<file path="config.mk">
export PLATFORM = sky130hd
export DESIGN_NAME = regfile_wb_arbiter_flat
export DESIGN_NICKNAME = d
export VERILOG_FILES = /design/src/rtl/rv32i_pkg.sv /design/src/rtl/regfile_wb_arbiter_if.sv /design/src/rtl/regfile_wb_arbiter_rr_pick.sv /design/src/rtl/regfile_wb_arbiter.sv /design/src/flat_wrapper.sv
export SDC_FILE = /design/constraint.sdc
export NUM_CORES = 1
export LEC_CHECK = 0
export ABC_AREA = 0
export BUFFER_PORTS_ARGS = -buffer_cell sky130_fd_sc_hd__buf_2
export CORE_ASPECT_RATIO = 1.25
export CORE_UTILIZATION = 49
export CTS_CLUSTER_DIAMETER = 200
export CTS_CLUSTER_SIZE = 24
export DETAILED_ROUTE_END_ITERATION = 10
export GPL_TIMING_DRIVEN = 0
export PLACE_DENSITY = 0.86
export SYNTH_ARGS = -nofsm -noshare
export SYNTH_HDL_FRONTEND = slang
export SYNTH_SLANG_ARGS = --single-unit
export TNS_END_PERCENT = 1
</file>
<file path="constraint.sdc">
create_clock -name clk -period 4.1 [get_ports clk]
set_input_delay 0.41 -clock clk [delete_from_list [all_inputs] [get_ports clk]]
set_output_delay 0.41 -clock clk [all_outputs]
set_load 0.01 [all_outputs]
</file>
<file path="src/rtl/rv32i_pkg.sv">
// Shared RV32I constants and writeback types used by the writeback arbiter.
// Holds the register-file geometry, requester ids and a saturating counter helper.
package rv32i_pkg;

  localparam int unsigned REGF_WIDTH = 32;
  localparam int unsigned SELECTORS  = 5;

  typedef enum logic [1:0] {
    WB_ALU  = 2'd0,
    WB_LOAD = 2'd1,
    WB_CSR  = 2'd2
  } wb_src_e;

  typedef struct packed {
    logic                  valid;
    logic [SELECTORS-1:0]  addr;
    logic [REGF_WIDTH-1:0] data;
  } wb_req_t;

  function automatic logic [3:0] sat_inc4(input logic [3:0] v);
    return (v == 4'hF) ? v : v + 4'd1;
  endfunction

endpackage

</file>
<file path="src/rtl/regfile_wb_arbiter_if.sv">
// Writeback bus between the requesters and the register-file write port.
// master: requester/pipeline side; slave: the arbiter.
interface regfile_wb_arbiter_if #(
  parameter int unsigned NREQ       = 3,
  parameter int unsigned REGF_WIDTH = rv32i_pkg::REGF_WIDTH,
  parameter int unsigned SELECTORS  = rv32i_pkg::SELECTORS
);
  localparam int unsigned IdxW = $clog2(NREQ);

  logic                                  wb_stall;
  logic [NREQ-1:0]                       req_valid;
  logic [NREQ-1:0][SELECTORS-1:0]        req_addr;
  logic [NREQ-1:0][REGF_WIDTH-1:0]       req_data;
  logic [NREQ-1:0]                       req_ready;
  logic [SELECTORS-1:0]                  rsW;
  logic [REGF_WIDTH-1:0]                 rd;
  logic                                  RegWEn;
  logic [IdxW-1:0]                       grant_id;
  logic [NREQ-1:0]                       starve;

  modport master (
    output wb_stall, req_valid, req_addr, req_data,
    input  req_ready, rsW, rd, RegWEn, grant_id, starve
  );

  modport slave (
    input  wb_stall, req_valid, req_addr, req_data,
    output req_ready, rsW, rd, RegWEn, grant_id, starve
  );

endinterface

</file>
<file path="src/rtl/regfile_wb_arbiter_rr_pick.sv">
// Rotating priority picker: first valid requester after ptr_i, modulo NREQ.
// With ptr_i tied to NREQ-1 it is a plain lowest-index-first encoder.
module rr_pick
  import rv32i_pkg::*;
#(
  parameter int unsigned NREQ = 3,
  localparam int unsigned IdxW = $clog2(NREQ)
) (
  input  logic [NREQ-1:0] valid_i,
  input  logic [IdxW-1:0] ptr_i,
  output logic [NREQ-1:0] gnt_o,
  output logic [IdxW-1:0] idx_o
);

  always_comb begin : pick
    logic            found;
    logic [IdxW-1:0] cand;
    found = 1'b0;
    cand  = '0;
    gnt_o = '0;
    idx_o = '0;
    for (int unsigned k = 1; k <= NREQ; k++) begin
      cand = IdxW'((32'(ptr_i) + k) % NREQ);
      if (!found && valid_i[cand]) begin
        found       = 1'b1;
        gnt_o[cand] = 1'b1;
        idx_o       = cand;
      end
    end
  end

endmodule

</file>
<file path="src/rtl/regfile_wb_arbiter.sv">
// Register-file writeback arbiter: one grant per cycle, registered write one cycle later.
// Define WB_ARB_ROUND_ROBIN_EN for round-robin; default build is fixed priority (index 0 first).
module regfile_wb_arbiter #(
  parameter int unsigned NREQ       = 3,
  parameter int unsigned REGF_WIDTH = rv32i_pkg::REGF_WIDTH,
  parameter int unsigned SELECTORS  = rv32i_pkg::SELECTORS,
  parameter int unsigned STARVE_LIM = 7
) (
  input logic                 clk,
  input logic                 rst,
  regfile_wb_arbiter_if.slave bus
);
  import rv32i_pkg::*;

  localparam int unsigned IdxW = $clog2(NREQ);

  logic [IdxW-1:0]       ptr;
  logic [NREQ-1:0]       gnt;
  logic [IdxW-1:0]       gnt_idx;
  logic [NREQ-1:0]       ready;
  logic                  accept;

  logic [SELECTORS-1:0]  rsw_q, rsw_d;
  logic [REGF_WIDTH-1:0] rd_q, rd_d;
  logic                  we_q, we_d;
  logic [IdxW-1:0]       gid_q, gid_d;
  logic [NREQ-1:0]       starve_q, starve_d;
  logic [NREQ-1:0][3:0]  wait_cnt_q, wait_cnt_d;

  rr_pick #(
    .NREQ (NREQ)
  ) u_pick (
    .valid_i (bus.req_valid),
    .ptr_i   (ptr),
    .gnt_o   (gnt),
    .idx_o   (gnt_idx)
  );

`ifdef WB_ARB_ROUND_ROBIN_EN
  logic [IdxW-1:0] ptr_q;

  always_ff @(posedge clk or posedge rst) begin
    if (rst) begin
      ptr_q <= IdxW'(NREQ - 1);
    end else if (accept) begin
      ptr_q <= gnt_idx;
    end
  end

  assign ptr = ptr_q;
`else
  assign ptr = IdxW'(NREQ - 1);
`endif

  // Grants are suppressed combinationally so nothing is consumed during reset or stall.
  assign ready  = (rst || bus.wb_stall) ? '0 : gnt;
  assign accept = |ready;

  always_comb begin
    rsw_d = rsw_q;
    rd_d  = rd_q;
    gid_d = gid_q;
    we_d  = 1'b0;
    if (accept) begin
      rsw_d = bus.req_addr[gnt_idx];
      rd_d  = bus.req_data[gnt_idx];
      gid_d = gnt_idx;
      we_d  = (bus.req_addr[gnt_idx] != '0);
    end
  end

  // A grant clears the counter even when it would otherwise increment.
  always_comb begin
    wait_cnt_d = wait_cnt_q;
    starve_d   = '0;
    for (int unsigned i = 0; i < NREQ; i++) begin
      if (!bus.req_valid[i] || ready[i]) begin
        wait_cnt_d[i] = 4'd0;
      end else begin
        wait_cnt_d[i] = sat_inc4(wait_cnt_q[i]);
      end
      starve_d[i] = (32'(wait_cnt_d[i]) >= STARVE_LIM);
    end
  end

  always_ff @(posedge clk or posedge rst) begin
    if (rst) begin
      rsw_q      <= '0;
      rd_q       <= '0;
      we_q       <= 1'b0;
      gid_q      <= '0;
      starve_q   <= '0;
      wait_cnt_q <= '0;
    end else begin
      rsw_q      <= rsw_d;
      rd_q       <= rd_d;
      we_q       <= we_d;
      gid_q      <= gid_d;
      starve_q   <= starve_d;
      wait_cnt_q <= wait_cnt_d;
    end
  end

  assign bus.req_ready = ready;
  assign bus.rsW       = rsw_q;
  assign bus.rd        = rd_q;
  assign bus.RegWEn    = we_q;
  assign bus.grant_id  = gid_q;
  assign bus.starve    = starve_q;

endmodule

</file>
<file path="src/flat_wrapper.sv">
// flat-port wrapper written by rule: the top's interface ports become plain ports
module regfile_wb_arbiter_flat import rv32i_pkg::*;
#(
  parameter int unsigned NREQ       = 3,
  parameter int unsigned REGF_WIDTH = rv32i_pkg::REGF_WIDTH,
  parameter int unsigned SELECTORS  = rv32i_pkg::SELECTORS,
  parameter int unsigned STARVE_LIM = 7
)
  (clk, rst, bus_wb_stall, bus_req_valid, bus_req_addr, bus_req_data, bus_req_ready, bus_rsW, bus_rd, bus_RegWEn, bus_grant_id, bus_starve);
  regfile_wb_arbiter_if #(.NREQ(NREQ), .REGF_WIDTH(REGF_WIDTH), .SELECTORS(SELECTORS)) bus_i ();
  input logic clk;
  input logic rst;
  input wire logic [$bits(bus_i.wb_stall)-1:0] bus_wb_stall;
  input wire logic [$bits(bus_i.req_valid)-1:0] bus_req_valid;
  input wire logic [$bits(bus_i.req_addr)-1:0] bus_req_addr;
  input wire logic [$bits(bus_i.req_data)-1:0] bus_req_data;
  output wire logic [$bits(bus_i.req_ready)-1:0] bus_req_ready;
  output wire logic [$bits(bus_i.rsW)-1:0] bus_rsW;
  output wire logic [$bits(bus_i.rd)-1:0] bus_rd;
  output wire logic [$bits(bus_i.RegWEn)-1:0] bus_RegWEn;
  output wire logic [$bits(bus_i.grant_id)-1:0] bus_grant_id;
  output wire logic [$bits(bus_i.starve)-1:0] bus_starve;
  assign bus_i.wb_stall = bus_wb_stall;
  assign bus_i.req_valid = bus_req_valid;
  assign bus_i.req_addr = bus_req_addr;
  assign bus_i.req_data = bus_req_data;
  assign bus_req_ready = bus_i.req_ready;
  assign bus_rsW = bus_i.rsW;
  assign bus_rd = bus_i.rd;
  assign bus_RegWEn = bus_i.RegWEn;
  assign bus_grant_id = bus_i.grant_id;
  assign bus_starve = bus_i.starve;
  regfile_wb_arbiter #(.NREQ(NREQ), .REGF_WIDTH(REGF_WIDTH), .SELECTORS(SELECTORS), .STARVE_LIM(STARVE_LIM)) u_core (.clk(clk), .rst(rst), .bus(bus_i));
endmodule
</file>
-- After elaboration in Yosys (flattened, before gate mapping)
Cells that the tools add are included.
- flip-flop bits (word level): 55
- bits in latches: 0
- RAM bits: 0
- ROM bits: 0
- bits of input ports: 117
- output and inout bits: 46
- word-level logic and storage cells: 50
- memories: 0
- add/sub/neg operators: 3
- multipliers: 0
- divide/modulo/power cells: 0
- order comparisons: 4
- equality and inequality tests: 3
- shift-type cells: 0
- mux-type cells: 19
- bitwise logic cells: 0
- reduce and logical (&&, ||, !) cells: 13
- operator list (kind ; count):
    $bmux 32 s2 ; 1
    $mux 32 ; 1
    $mux 4 ; 6
    $add 4x1->4 const B ; 3
    $eq 4x4->1 const B ; 3
    $ge 4x3->1 const B ; 3
    $bmux 5 s2 ; 1
    $mux 3 ; 2
    $logic_not 1->1 ; 5
    $mux 1 ; 5
    $mux 5 ; 1
    $reduce_bool 5->1 ; 1
    $logic_or 1x1->1 ; 4
    $mux 2 ; 2
    $lt 2x3->1 const B ; 1
    $reduce_or 3->1 ; 1
    $logic_and 1x1->1 ; 2

-- Longest topological paths before layout
Gate-level depths: netlist of the first run.
- depth in word-level cells: 11
- depth in mapped cells: 7
- mapped depth without buffers: 5

-- By module
From an unflattened synthesis of the first run, not the netlist that was laid out.
- cell total of the unflattened synthesis: 371
- area, all modules: 3314.4 um^2
- by module, submodules not included (module ; times used ; cells an instance ; area each (um^2) ; sequential area each (um^2)):
    regfile_wb_arbiter ; 1 ; 336 ; 3034.2 ; 1376.3
    rr_pick ; 1 ; 35 ; 280.3 ; 0.0

-- Least setup slack after synthesis of the first run
Ideal clock, no wire load.
- path type: input to output
- from: input bus_req_valid[0]
- to: output bus_req_ready[2]
- data arrival time: 1184 ps
- slack: 2506 ps
- stages: 3
- cell sequence: buf_2 or3_1 nor3b_2
- longest elaborated chain between the ends: 8
- RTL lines (item ; RTL line ; text):
    start, declared ; flat_wrapper.sv:14 ; input wire logic [$bits(bus_i.req_valid)-1:0] bus_req_valid;
    $mux 1 (*) ; regfile_wb_arbiter_rr_pick.sv:24 ; if (!found && valid_i[cand]) begin
    $logic_not 1->1 ; regfile_wb_arbiter_rr_pick.sv:24 ;
    $logic_and 1x1->1 ; regfile_wb_arbiter_rr_pick.sv:24 ;
    $mux 1 (*) ; regfile_wb_arbiter_rr_pick.sv:24 ;
    $logic_not 1->1 (*) ; regfile_wb_arbiter_rr_pick.sv:24 ;
    $logic_and 1x1->1 (*) ; regfile_wb_arbiter_rr_pick.sv:24 ;
    $mux 3 (*) ; regfile_wb_arbiter_rr_pick.sv:24 ;
    $mux 3 (*) ; regfile_wb_arbiter.sv:56 ; assign ready = (rst || bus.wb_stall) ? '0 : gnt;
    end, declared ; flat_wrapper.sv:17 ; output wire logic [$bits(bus_i.req_ready)-1:0] bus_req_ready;
Mark *: on every way between the ends. The rest lies on a longest branch, timed or not.

-- Worst setup path in the final report of the first run
- from: input bus_req_valid[0]
- to: output bus_req_ready[0]
- longest elaborated chain between the ends: 4
- RTL lines (item ; RTL line):
    $mux 1 ; regfile_wb_arbiter_rr_pick.sv:24
    $mux 2 ; regfile_wb_arbiter_rr_pick.sv:24
    $mux 3 ; regfile_wb_arbiter_rr_pick.sv:24
    $mux 3 ; regfile_wb_arbiter.sv:56
No other way between the ends.

==> summary.md, run 1 <==
| Metric | Value |
|---|---|
| Vias in the first global route | 3,239 |
| Power Density | 318 mW/mm² |
| Synthesis-to-layout area growth | 32.8% |
| H-tree levels | 2 |
| Critical path startpoint | bus_req_valid[0] |
| CTS root buffer | clkbuf_8 |
| Initial core utilization | 50.4% |
| Starting DRT DRC Count | 133 |
| M1 GR Usage | 37.5% |
| Critical path's slowest cell | buf_2 |
| Number of synthesized flops with an enable pin | 0 |
| # resized after CTS | 0 |
| Internal | 0.893 mW |
| Largest net degree at the start of global routing | 30 |
| Outcome | completed |
| Slew margin rel. | 56.7% |
| Global-route wire length before repair | 15,400 µm |
| Crit-path max FO | 10 |
| Crit-path cells | buf_2 > buf_2 > buf_2 > buf_2 > nand2_1 > inv_1 > buf_2 |
| Final worst path period need | 1.99 ns |
| Die area | 0.00663 mm² |
| Worst Clk Skew | 0.00895 ns |
| Final hold viol count | 0 |
| Ys flop type | dfrtp_1 |
| Top cells by area, synth | dfrtp_1 45%, nand2_1 8.1%, a21oi_1 6.6% |
| Leak | 2.10 nW |
| RSZ-0062 raised after global routing | false |
| Number of antenna-violating nets in the routed design | 0 |
| Reg clk slew, reported paths | 0.10 ns |
| Crit share post-route | 48.6% |
| Remaining global-route overflow | 0 |
| Die height | 90.8 µm |
| Final nets | 651 |
| CTS tree | built |
| Antenna violations before repair | 0 |
| Max Fclk | 0.502 GHz |
| Synth top area share | 44.5% |
| Fin. max-slew vios | 0 |
| Final setup viols | 0 |
| Synth async-reset ratio | 100% |
| Hold WC Path Type | input port to asynchronous set/reset pin |
| CTS Buf Count | 5 |
| Final WS setup | 2.11 ns |
| GR Util met3 | 5.13% |
| Dpl hpwl | 7370 µm |
| DRC violations left | 0 |
| Ant diodes | 0 |
| Clk sinks | 55 |
| Peak VDD IR | 0.226 mV |
| Layout cells sized above 1 | 36.1% |
| Detailed Routing Iterations Pass 1 | 5 |
| Setup slack, reg-to-reg | 2.68 ns |
| Via count | 3,462 |
| IO buf count | 161 |
| Row count | 32 |
| Met2 Use GR | 49.7% |
| Number of library cell types mapped by synthesis | 38 |
| Kind of critical path | input port to output port |
| Reg-to-reg critical path endpoint | u_core.bus.starve[0] |
| Ports | 163 |
| Clock share of power | 22.4% |
| Sum Neg Setup Slack | 0 ns |
| Switching share of total power | 31.6% |
| Buffers & Inverters on Critical Path | 6 |
| RD Place Congestion | 0.905 |
| Critical path's most frequent cell | buf_2 |
| Crit-path max cell delay | 0.27 ns |
| Post-synth top cells | 67 x nand2_1, 55 x dfrtp_1, 41 x a21oi_1 |
| Biggest area consumer among synthesized cells | dfrtp_1 |
| Syn Area/Cell | 8.54 µm² |
| Top-count cell post-synth | nand2_1 |
| Core area | 0.00613 mm² |
| Post-Route WL | 9700 µm |
| Sequential share of the synthesized area | 44.5% |
| Synthesized instance count | 362 |
| #FFs+latches synth | 55 |
| Clk buf depth | 2 |
| Sequential share of power | 49.8% |
| Crit path depth | 7 |
| Post-synthesis net count | 482 |
| CP Data Arrival Time | 1.58 ns |
| Syn Std Cell Area | 0.00309 mm² |
| Synthesis warning total | 0 |
| Setup Buffers After CTS | 0 |
| Worst Setup End Kind | output port |
| Post-Place Setup Slack | 2.11 ns |
| Die X | 73.0 µm |
| Max-cap violations | 0 |
| Vias per std cell | 5.61 |
| GRT busiest layer | met2 |
| Critical Path Source Type | input port |
| Worst-skew pair later-pin latency | 0.31 ns |
| Switching pwr | 0.413 mW |
| Worst slew pin tran | 0.650 ns |
| Delay-heaviest family, CP | buffers and inverters |
| Combinational share of power | 27.8% |
| Drt wl/cell | 15.7 µm |
| Placed cells | 609 |
| # hold bufs at CTS | 0 |
| Non-filler cells, final | 617 |
| Gr usage total | 29.6% |
| Data required, critical path | 3.69 ns |
| RR Startpoint | u_core.wait_cnt_q[0] |
| Worst reg-to-reg path cell count | 5 |
| Crit path to | bus_req_ready[0] |
==> worst reg2reg max path: stages (launching register included) <==
cell and delay [ns]:
dfrtp_1 0.46, ha_1 0.36, inv_1 0.05, o21ai_0 0.17
a21oi_1 0.10, a211oi_1 0.20
==> sequential cells by signal, summed over array words and instances, names as in the netlist <==
signal,cells
u_core.bus.RegWEn,1
u_core.bus.grant_id,2
u_core.bus.rd,32
u_core.bus.rsW,5
u_core.bus.starve,3
u_core.wait_cnt_q,12
==> metal layers <==
layer	vias up	wire, µm
met2	152	4940
met4	0	185
met1	1668	3960
met3	21	614
met5	-	0
li1	1621	-
==> metrics by stage <==
| step | total power [mW] | area [µm²] | utilization (%) | hold slack (ns) |
|---|---|---|---|---|
| after floorplan | 0.848 | 3090 | - | 0.512 |
| after global placement | 1.01 | 4000 | 65.3 | 0.455 |
| after detailed placement | 1.02 | 4020 | 65.7 | 0.464 |
| after CTS | 1.30 | 4100 | 67.0 | 0.200 |
| after global routing | 1.38 | 4100 | 67.0 | 0.230 |
| final | 1.31 | 4100 | 67.0 | 0.181 |
==> cell families after synthesis <==
kind of cell | after synthesis | synth area share (%)
DFF | 55 | 44.5
AOI/OAI and AO/OA | 129 | 25.8
adders and majority gates | 3 | 1.21
xor gates and xnor gates | 3 | 0.850
muxes | 5 | 1.62
and+or+nand+nor | 131 | 20.6
buffers and inverters | 36 | 5.43
==> power by group through the flow <==
stage / registers (mW) / logic (mW) / clock network, mW
floorplan: 0.688 / 0.160 / 0
global placement: 0.658 / 0.348 / 0
detailed placement: 0.660 / 0.363 / 0
CTS: 0.650 / 0.363 / 0.291
global route: 0.659 / 0.401 / 0.316
finish: 0.651 / 0.363 / 0.293
==> worst min path at each step <==
stage / startpoint / to / slack [ns]
finish: rst / u_core.wait_cnt_q[1] / 0.18
global route: rst / u_core.bus.rsW[0] / 0.23
CTS: rst / u_core.bus.rd[0] / 0.20
detailed placement: u_core.bus.grant_id[0] / u_core.bus.grant_id[0] / 0.46
global placement: u_core.bus.grant_id[0] / u_core.bus.grant_id[0] / 0.46
floorplan: u_core.wait_cnt_q[2] / u_core.bus.starve[0] / 0.51
==> area by class of cell <==
| cell class | count | area (µm²) |
|---|---|---|
| buffer | 28 | 138 |
| inverter | 8 | 30.0 |
| clock inverter | 1 | 5.00 |
| timing repair buffer | 162 | 826 |
| tap | 85 | 106 |
| multi-input combinational | 271 | 1550 |
| fill | 524 | 2020 |
| clock buffer | 7 | 76.3 |
| sequential | 55 | 1380 |
==> placed cells by master, fill, tap and decap left out, drive strengths merged, types with 2 or more instances in the layout <==
cell / n
a211oi: 3
a21oi: 41
a221o: 2
a22oi: 14
a2bb2oi: 13
a31o: 2
a31oi: 2
buf: 179
clkbuf: 18
dfrtp: 55
ha: 3
inv: 8
mux2i: 5
nand2: 67
nand2b: 5
nand3: 6
nand3b: 21
nor2: 20
nor2b: 2
nor3: 2
nor3b: 4
o21ai: 44
o22ai: 2
xnor2: 3
No activity file was read; power rests on OpenSTA's default activity.
==> run 2: changes to the inputs <==
--- a/config.mk
+++ b/config.mk
@@ -5,15 +5,15 @@
 export SDC_FILE = /design/constraint.sdc
 export NUM_CORES = 1
 export LEC_CHECK = 0
-export ABC_AREA = 0
+export ABC_AREA = 1
 export BUFFER_PORTS_ARGS = -buffer_cell sky130_fd_sc_hd__buf_2
 export CORE_ASPECT_RATIO = 1.25
-export CORE_UTILIZATION = 49
+export CORE_UTILIZATION = 45
 export CTS_CLUSTER_DIAMETER = 200
 export CTS_CLUSTER_SIZE = 24
 export DETAILED_ROUTE_END_ITERATION = 10
 export GPL_TIMING_DRIVEN = 0
-export PLACE_DENSITY = 0.86
+export PLACE_DENSITY = 0.8
 export SYNTH_ARGS = -nofsm -noshare
 export SYNTH_HDL_FRONTEND = slang
 export SYNTH_SLANG_ARGS = --single-unit
==> constraint.sdc (replaced) <==
create_clock -name clk -period 2.1 [get_ports clk]
set_input_delay 0.21 -clock clk [delete_from_list [all_inputs] [get_ports clk]]
set_output_delay 0.21 -clock clk [all_outputs]
set_load 0.01 [all_outputs]
==> run 2 against run 1 <==
Compared with the run above: wire length fell by 13%; hold slack gained 0.027 ns; register-to-register slack worse by 2.0 ns; largest power group unchanged.
==> summary.md, run 2 <==
| Metric | Value |
|---|---|
| Switching pwr | 0.871 mW (was 0.413 mW) |
| Fin util | 62.1% (was 67.0%) |
| Dpl hpwl | 6740 µm (was 7370 µm) |
| #FFs+latches synth | 55 (unchanged) |
| Top-count cell post-synth | nand2_1 (unchanged) |
| RR Startpoint | u_core.wait_cnt_q[0] (unchanged) |
| Synth top area share | 45.6% (was 44.5%) |
| Crit path to | u_core.bus.rd[25] (was bus_req_ready[0]) |
| Via count | 3,249 (was 3,462) |
| Critical path startpoint | rst (was bus_req_valid[0]) |
| Crit-path cells | dlygate4sd3_1 > buf_2 > nor2_2 > inv_1 > nor2_1 > nor2_2 > nand2_1 > inv_2 > buf_6 > buf_6 > nand2_1 > o21ai_1 (was buf_2 > buf_2 > buf_2 > buf_2 > nand2_1 > inv_1 > buf_2) |
| Worst hold slack | 0.208 ns (was 0.181 ns) |
| Synthesis-to-layout area growth | 34.2% (was 32.8%) |
| Number of synthesized flops with an enable pin | 0 (unchanged) |
| Crit path depth | 12 (was 7) |
| Antenna violations before repair | 0 (unchanged) |
| Crit-path max cell delay | 0.53 ns (was 0.27 ns) |
| Fillers | 610 (was 524) |
| Top cells by area, synth | dfrtp_1 46%, nand2_1 16%, nand3_1 8.3% (was dfrtp_1 45%, nand2_1 8.1%, a21oi_1 6.6%) |
| IO buf count | 161 (unchanged) |
| Initial core utilization | 46.3% (was 50.4%) |
| Post-Route WL | 8440 µm (was 9700 µm) |
| Reg clk slew, reported paths | 0.09 ns (was 0.10 ns) |
| Clk buf depth | 2 (unchanged) |
| Delay-heaviest family, CP | buffers and inverters (unchanged) |
| Fin. max-slew vios | 0 (unchanged) |
| Worst Setup End Kind | register (was output port) |
| Worst reg-to-reg path cell count | 6 (was 5) |
| Switching share of total power | 32.1% (was 31.6%) |
| Most common cell after layout, fill and taps aside | buf_2 (unchanged) |
| Kind of critical path | input port to register (was input port to output port) |
| Data required, critical path | 2.29 ns (was 3.69 ns) |
| Final worst path period need | 1.76 ns |
| Max Fclk | 0.567 GHz |
| Die X | 75.3 µm (was 73.0 µm) |
| Die area | 0.00704 mm² (was 0.00663 mm²) |
| Ant diodes | 0 (unchanged) |
| Global-route wire length before repair | 12,900 µm (was 15,400 µm) |
| Critical Path Source Type | input port (unchanged) |
| Clk sinks | 55 (unchanged) |
| Detailed Routing Iterations Pass 1 | 4 (was 5) |
| Core area | 0.00652 mm² (was 0.00613 mm²) |
| CTS tree | built (unchanged) |
| Number of library cell types mapped by synthesis | 25 (was 38) |
| Synth async-reset ratio | 100% (unchanged) |
| Row count | 33 (was 32) |
| Power Density | 670 mW/mm² (was 318 mW/mm²) |
| Placed cells | 647 (was 609) |
| Hold Crit Start | bus_req_data[69] |
| Number of antenna-violating nets in the routed design | 0 (unchanged) |
| Sequential share of power | 49.1% (was 49.8%) |
| Internal | 1.84 mW (was 0.893 mW) |
| Crit-path max FO | 10 (unchanged) |
| Leak | 2.30 nW (was 2.10 nW) |
| Peak VDD IR | 0.411 mV (was 0.226 mV) |
| Setup slack, reg-to-reg | 0.69 ns (was 2.68 ns) |
| Worst-skew pair later-pin latency | 0.30 ns (was 0.31 ns) |
| CP Data Arrival Time | 1.95 ns (was 1.58 ns) |
| Critical path's slowest cell | dlygate4sd3_1 (was buf_2) |
| Worst Clk Skew | 0.00244 ns (was 0.00895 ns) |
| Setup Buffers After CTS | 0 (unchanged) |
| CTS root buffer | clkbuf_8 (unchanged) |
| Clock share of power | 21.4% (was 22.4%) |
| Largest net degree at the start of global routing | 40 (was 30) |
| Reg-to-reg critical path endpoint | u_core.bus.starve[0] (unchanged) |
| Starting DRT DRC Count | 151 (was 133) |
| Remaining global-route overflow | 0 (unchanged) |
| Syn Std Cell Area | 0.00302 mm² (was 0.00309 mm²) |
| Combinational share of power | 29.5% (was 27.8%) |
| Final hold viol count | 0 (unchanged) |
| Synthesized instance count | 398 (was 362) |
| Layout cells sized above 1 | 37.5% (was 36.1%) |
| Slew margin rel. | 64.4% (was 56.7%) |
| RD Place Congestion | 0.809 (was 0.905) |
| Final setup viols | 0 (unchanged) |
| Sequential share of the synthesized area | 45.6% (was 44.5%) |
| Outcome | completed (unchanged) |
| Ys flop type | dfrtp_1 (unchanged) |
| Synthesis warning total | 0 (unchanged) |
| Vias per std cell | 4.96 (was 5.61) |
| Vias in the first global route | 2,882 (was 3,239) |
| Post-synthesis net count | 518 (was 482) |
| H-tree levels | 2 (unchanged) |
| Worst slew pin tran | 0.533 ns (was 0.650 ns) |
| Drt wl/cell | 12.9 µm (was 15.7 µm) |
| Crit share post-route | 84.0% |
| Ports | 163 (unchanged) |
| Syn Area/Cell | 7.59 µm² (was 8.54 µm²) |
| Buffers & Inverters on Critical Path | 6 (unchanged) |
| Max FFs per register | 32 (unchanged) |
| CTS Buf Count | 5 (unchanged) |
| Final nets | 688 (was 651) |
| Hold WC Path Type | input port to register (was input port to asynchronous set/reset pin) |
| Biggest area consumer among synthesized cells | dfrtp_1 (unchanged) |
| Non-filler cells, final | 655 (was 617) |
| Gr usage total | 24.2% (was 29.6%) |
| DRC violations left | 0 (unchanged) |
| Post-synth top cells | 132 x nand2_1, 55 x dfrtp_1, 50 x nand3_1 (was 67 x nand2_1, 55 x dfrtp_1, 41 x a21oi_1) |
| Max-cap violations | 0 (unchanged) |
| Most frequent cells in the layout | 167 x buf_2, 132 x nand2_1, 55 x dfrtp_1, 50 x nand3_1, 47 x o21ai_0 (was 175 x buf_2, 67 x nand2_1, 55 x dfrtp_1, 41 x a21oi_1, 40 x o21ai_0) |
| Die height | 93.6 µm (was 90.8 µm) |
| RSZ-0062 raised after global routing | false (unchanged) |
run 2: worst min path at each step:
stage | to | slack [ns] | cells past startpoint
after global routing | u_core.bus.rd[5] | 0.21 | 3
after CTS | u_core.bus.rd[7] | 0.20 | 3
after detailed placement | u_core.wait_cnt_q[0] | 0.22 | 2
final | u_core.bus.rd[5] | 0.21 | 3
after global placement | u_core.bus.grant_id[1] | 0.45 | 2
after floorplan | u_core.wait_cnt_q[10] | 0.39 | 2
run 2: power by group through the flow:
| stage | Combinational, mW | Sequential, mW | Clock, mW |
|---|---|---|---|
| 2_1_floorplan | 0.362 | 1.41 | 0 |
| 3_3_place_gp | 0.782 | 1.35 | 0 |
| 3_5_place_dp | 0.810 | 1.35 | 0 |
| 4_1_cts | 0.810 | 1.33 | 0.589 |
| 5_1_grt | 0.893 | 1.35 | 0.627 |
| 6_report | 0.802 | 1.33 | 0.580 |
run 2: final cells by class:
| class | count | area, µm² | share of cell area (%) |
|---|---|---|---|
| clock buffer | 6 | 82.6 | 2.04 |
| sequential | 55 | 1380 | 34.0 |
| timing repair buffer | 163 | 836 | 20.6 |
| inverter | 25 | 93.8 | 2.32 |
| buffer | 22 | 143 | 3.52 |
| clock inverter | 1 | 5.00 | 0.124 |
| tap | 87 | 109 | 2.69 |
| multi-input combinational | 296 | 1410 | 34.7 |
run 2: cells by family after synthesis:
family                   count (synthesis)  synth area share, %
AO/OA/AOI/OAI                           80                 14.6
XOR/XNOR                                 4                 1.16
buffers and inverters                   47                 7.83
adder cells (fa/ha/maj)                  3                 1.24
flip-flops                              55                 45.6
AND/OR/NAND/NOR                        209                 29.6
run 2: stage by stage:
stage | TNS (ns) | worst slack (ns) | area (µm²) | power [mW]
floorplan | 0 | 0.547 | 3020 | 1.78
global placement | -5.29 | -0.0985 | 3930 | 2.13
detailed placement | 0 | 0.488 | 3950 | 2.16
CTS | 0 | 0.350 | 4050 | 2.73
global route | 0 | 0.209 | 4050 | 2.87
finish | 0 | 0.336 | 4050 | 2.71
run 2: routing by layer:
layer  vias up  track usage (%)  routed length, µm
met3        14             4.85                474
met2       122             43.5               4420
li1       1635                -                  -
met4         0             6.33                125
met1      1478             28.8               3420
met5         -                0                  0
run 2: worst register-to-register path: cells and delay by family, from the launching register on:
kind / cells / cell delay (ns)
simple gates: 2 / 0.23
fa+ha+maj: 1 / 0.25
compound gates: 3 / 0.42
flops: 1 / 0.43
run 2: repair_timing:
item / 4_1_cts / 5_1_grt
resized for setup: 0 / 0
endpoints found under the hold margin: 16 / 0
hold buffers: 1 / 0
==> run 3: changes to the inputs <==
--- a/config.mk
+++ b/config.mk
@@ -5,15 +5,15 @@
 export SDC_FILE = /design/constraint.sdc
 export NUM_CORES = 1
 export LEC_CHECK = 0
-export ABC_AREA = 1
+export ABC_AREA = 0
 export BUFFER_PORTS_ARGS = -buffer_cell sky130_fd_sc_hd__buf_2
 export CORE_ASPECT_RATIO = 1.25
-export CORE_UTILIZATION = 45
+export CORE_UTILIZATION = 41
 export CTS_CLUSTER_DIAMETER = 200
 export CTS_CLUSTER_SIZE = 24
 export DETAILED_ROUTE_END_ITERATION = 10
 export GPL_TIMING_DRIVEN = 0
-export PLACE_DENSITY = 0.8
+export PLACE_DENSITY = 0.77
 export SYNTH_ARGS = -nofsm -noshare
 export SYNTH_HDL_FRONTEND = slang
 export SYNTH_SLANG_ARGS = --single-unit
==> constraint.sdc (replaced) <==
create_clock -name clk -period 1.45 [get_ports clk]
set_input_delay 0.145 -clock clk [delete_from_list [all_inputs] [get_ports clk]]
set_output_delay 0.145 -clock clk [all_outputs]
set_load 0.01 [all_outputs]
==> run 3 against run 2 <==
Compared with the run above: hold slack worse by 0.11 ns; die area rose by 12%; combinational power grew 27%; critical path type is now input port to output port; sequential share of layout area decreased by 0.62 points; clock-buffer cell count is 1 lower.
==> summary.md, run 3 (synthesis gave the netlist of run 1 again) <==
| Metric | Value |
|---|---|
| Outcome | completed (unchanged) |
| Detailed Routing Iterations Pass 1 | 4 (unchanged) |
| Global-route wire length before repair | 15,800 µm (was 12,900 µm) |
| Antenna violations before repair | 0 (unchanged) |
| Max FFs per register | 32 (unchanged) |
| Initial core utilization | 42.3% (was 46.3%) |
| Die height | 99.1 µm (was 93.6 µm) |
| Number of antenna-violating nets in the routed design | 0 (unchanged) |
| Area occupied by multi-input gates | 0.00155 mm² (was 0.00141 mm²) |
| Total power | 3.73 mW (was 2.71 mW) |
| Max-cap violations | 0 (unchanged) |
| Kind of critical path | input port to output port (was input port to register) |
| Fillers | 712 (was 610) |
| H-tree levels | 2 (unchanged) |
| Seq. cell area | 0.00138 mm² (about the same) |
| Fin. max-slew vios | 0 (unchanged) |
| Clk sinks | 55 (unchanged) |
| Worst Clk Skew | 0.00420 ns (was 0.00244 ns) |
| Most common cell after layout, fill and taps aside | buf_2 (unchanged) |
| CTS root buffer | clkbuf_8 (unchanged) |
| DRC violations left | 0 (unchanged) |
| Data required, critical path | 1.31 ns (was 2.29 ns) |
| Ant diodes | 0 (unchanged) |
| Vias in the first global route | 3,329 (was 2,882) |
| Peak VDD IR | 0.426 mV (was 0.411 mV) |
| Worst slew pin tran | 0.602 ns (was 0.533 ns) |
| Starting DRT DRC Count | 195 (was 151) |
| Final WS setup | 0.0580 ns (was 0.336 ns) |
| Power Density | 902 mW/mm² (was 670 mW/mm²) |
| Post-Route WL | 9800 µm (was 8440 µm) |
| RSZ-0062 raised after global routing | true (was false) |
| Remaining global-route overflow | 0 (unchanged) |
| Critical Path Source Type | input port (unchanged) |
| Post-Place Setup Slack | -0.138 ns (was 0.488 ns) |
| CTS tree | built (unchanged) |
| Core area | 0.00731 mm² (was 0.00652 mm²) |
| Hold WC Path Type | input port to register (unchanged) |
| Fin util | 56.6% (was 62.1%) |
| CTS Buf Count | 5 (unchanged) |
| Ports | 163 (unchanged) |
| Die area | 0.00789 mm² (was 0.00704 mm²) |
| Crit share post-route | 96.0% |
| Layout cells sized above 1 | 36.8% (was 37.5%) |
| CP Data Arrival Time | 1.25 ns (was 1.95 ns) |
| Final hold viol count | 0 (unchanged) |
| Drt wl/cell | 15.7 µm (was 12.9 µm) |
| IO buf count | 161 (unchanged) |
| Dpl hpwl | 7340 µm (was 6740 µm) |
| Max Fclk | 0.718 GHz |
| Worst-skew pair later-pin latency | 0.31 ns (was 0.30 ns) |
| Clk buf depth | 2 (unchanged) |
| Via count | 3,402 (was 3,249) |
| Most frequent cells in the layout | 172 x buf_2, 67 x nand2_1, 52 x dfrtp_1, 41 x a21oi_1, 40 x o21ai_0 (was 167 x buf_2, 132 x nand2_1, 55 x dfrtp_1, 50 x nand3_1, 47 x o21ai_0) |
| Die X | 79.7 µm (was 75.3 µm) |
| Synthesis-to-layout area growth | 33.9% (was 34.2%) |
| Final nets | 651 (was 688) |
| Largest net degree at the start of global routing | 56 (was 40) |
| Final setup viols | 0 (unchanged) |
| Worst Setup End Kind | output port (was register) |
| RD Place Congestion | 0.864 (was 0.809) |
| Slew margin rel. | 59.5% (was 64.4%) |
| Row count | 35 (was 33) |
| Vias per std cell | 5.45 (was 4.96) |
| Gr usage total | 26.0% (was 24.2%) |
| Leak | 2.10 nW (was 2.30 nW) |
| Crit-path max FO | 10 (unchanged) |
| Final worst path period need | 1.39 ns |
| Reg clk slew, reported paths | 0.10 ns (was 0.09 ns) |
==> run 3: layout make-up <==
cell class / instances / area share [%]
clock buffer: 5 / 1.66
clock inverter: 3 / 0.484
sequential: 55 / 33.4
buffer: 27 / 3.33
timing repair buffer: 163 / 20.2
tap: 92 / 2.78
multi-input combinational: 271 / 37.4
inverter: 8 / 0.816
==> run 3: what timing repair did <==
action                                 4_1_cts  5_1_grt
setup endpoints to repair                    1        6
hold buffers                                 0        1
pin swaps                                    0        1
endpoints found under the hold margin        0       25
buffers inserted                             0        0
gates resized for setup                      1        4
==> run 3: per-layer routing <==
metal / vias to the layer above / global-route usage [%] / wire length [µm]
li1: 1622 / - / -
met1: 1627 / 31.5 / 4070
met2: 134 / 45.9 / 4980
met3: 19 / 4.26 / 511
met4: 0 / 8.95 / 238
met5: - / 0 / 0
==> run 3: worst paths after layout <==
kind,from,endpoint,slack (ns),cells after the start
hold reg to reg,u_core.bus.rsW[2],u_core.bus.rsW[2],0.49,2
min in group asynchronous,rst,u_core.bus.grant_id[1],0.53,3
setup reg to reg,u_core.wait_cnt_q[0],u_core.bus.starve[0],0.07,4
hold / removal,bus_req_data[20],u_core.bus.rd[20],0.1,3
setup / recovery,bus_req_valid[0],bus_req_ready[2],0.06,5
max in group asynchronous,rst,u_core.wait_cnt_q[8],0.37,4
==> run 3: critical path, cell delays in order <==
cell	delay [ns]
buf_2	0.12
buf_2	0.17
or3_1	0.37
nor3b_2	0.26
buf_2	0.18
==> run 3: metrics by stage <==
step / area [µm²] / hold slack [ns] / setup TNS (ns) / std cells
3_3_place_gp: 4020 / 0.418 / -0.926 / 615
4_1_cts: 4110 / 0.0991 / 0 / 623
2_1_floorplan: 3090 / 0.219 / 0 / 362
6_report: 4140 / 0.0998 / 0 / 624
3_5_place_dp: 4020 / 0.427 / -1.93 / 615
5_1_grt: 4140 / 0.114 / -0.00119 / 624
==> run 3: report_power, final <==
part           internal [mW]  switching (mW)
Clock                  0.338           0.528
Sequential              1.73           0.119
Combinational          0.464           0.559
Total                   2.53            1.21
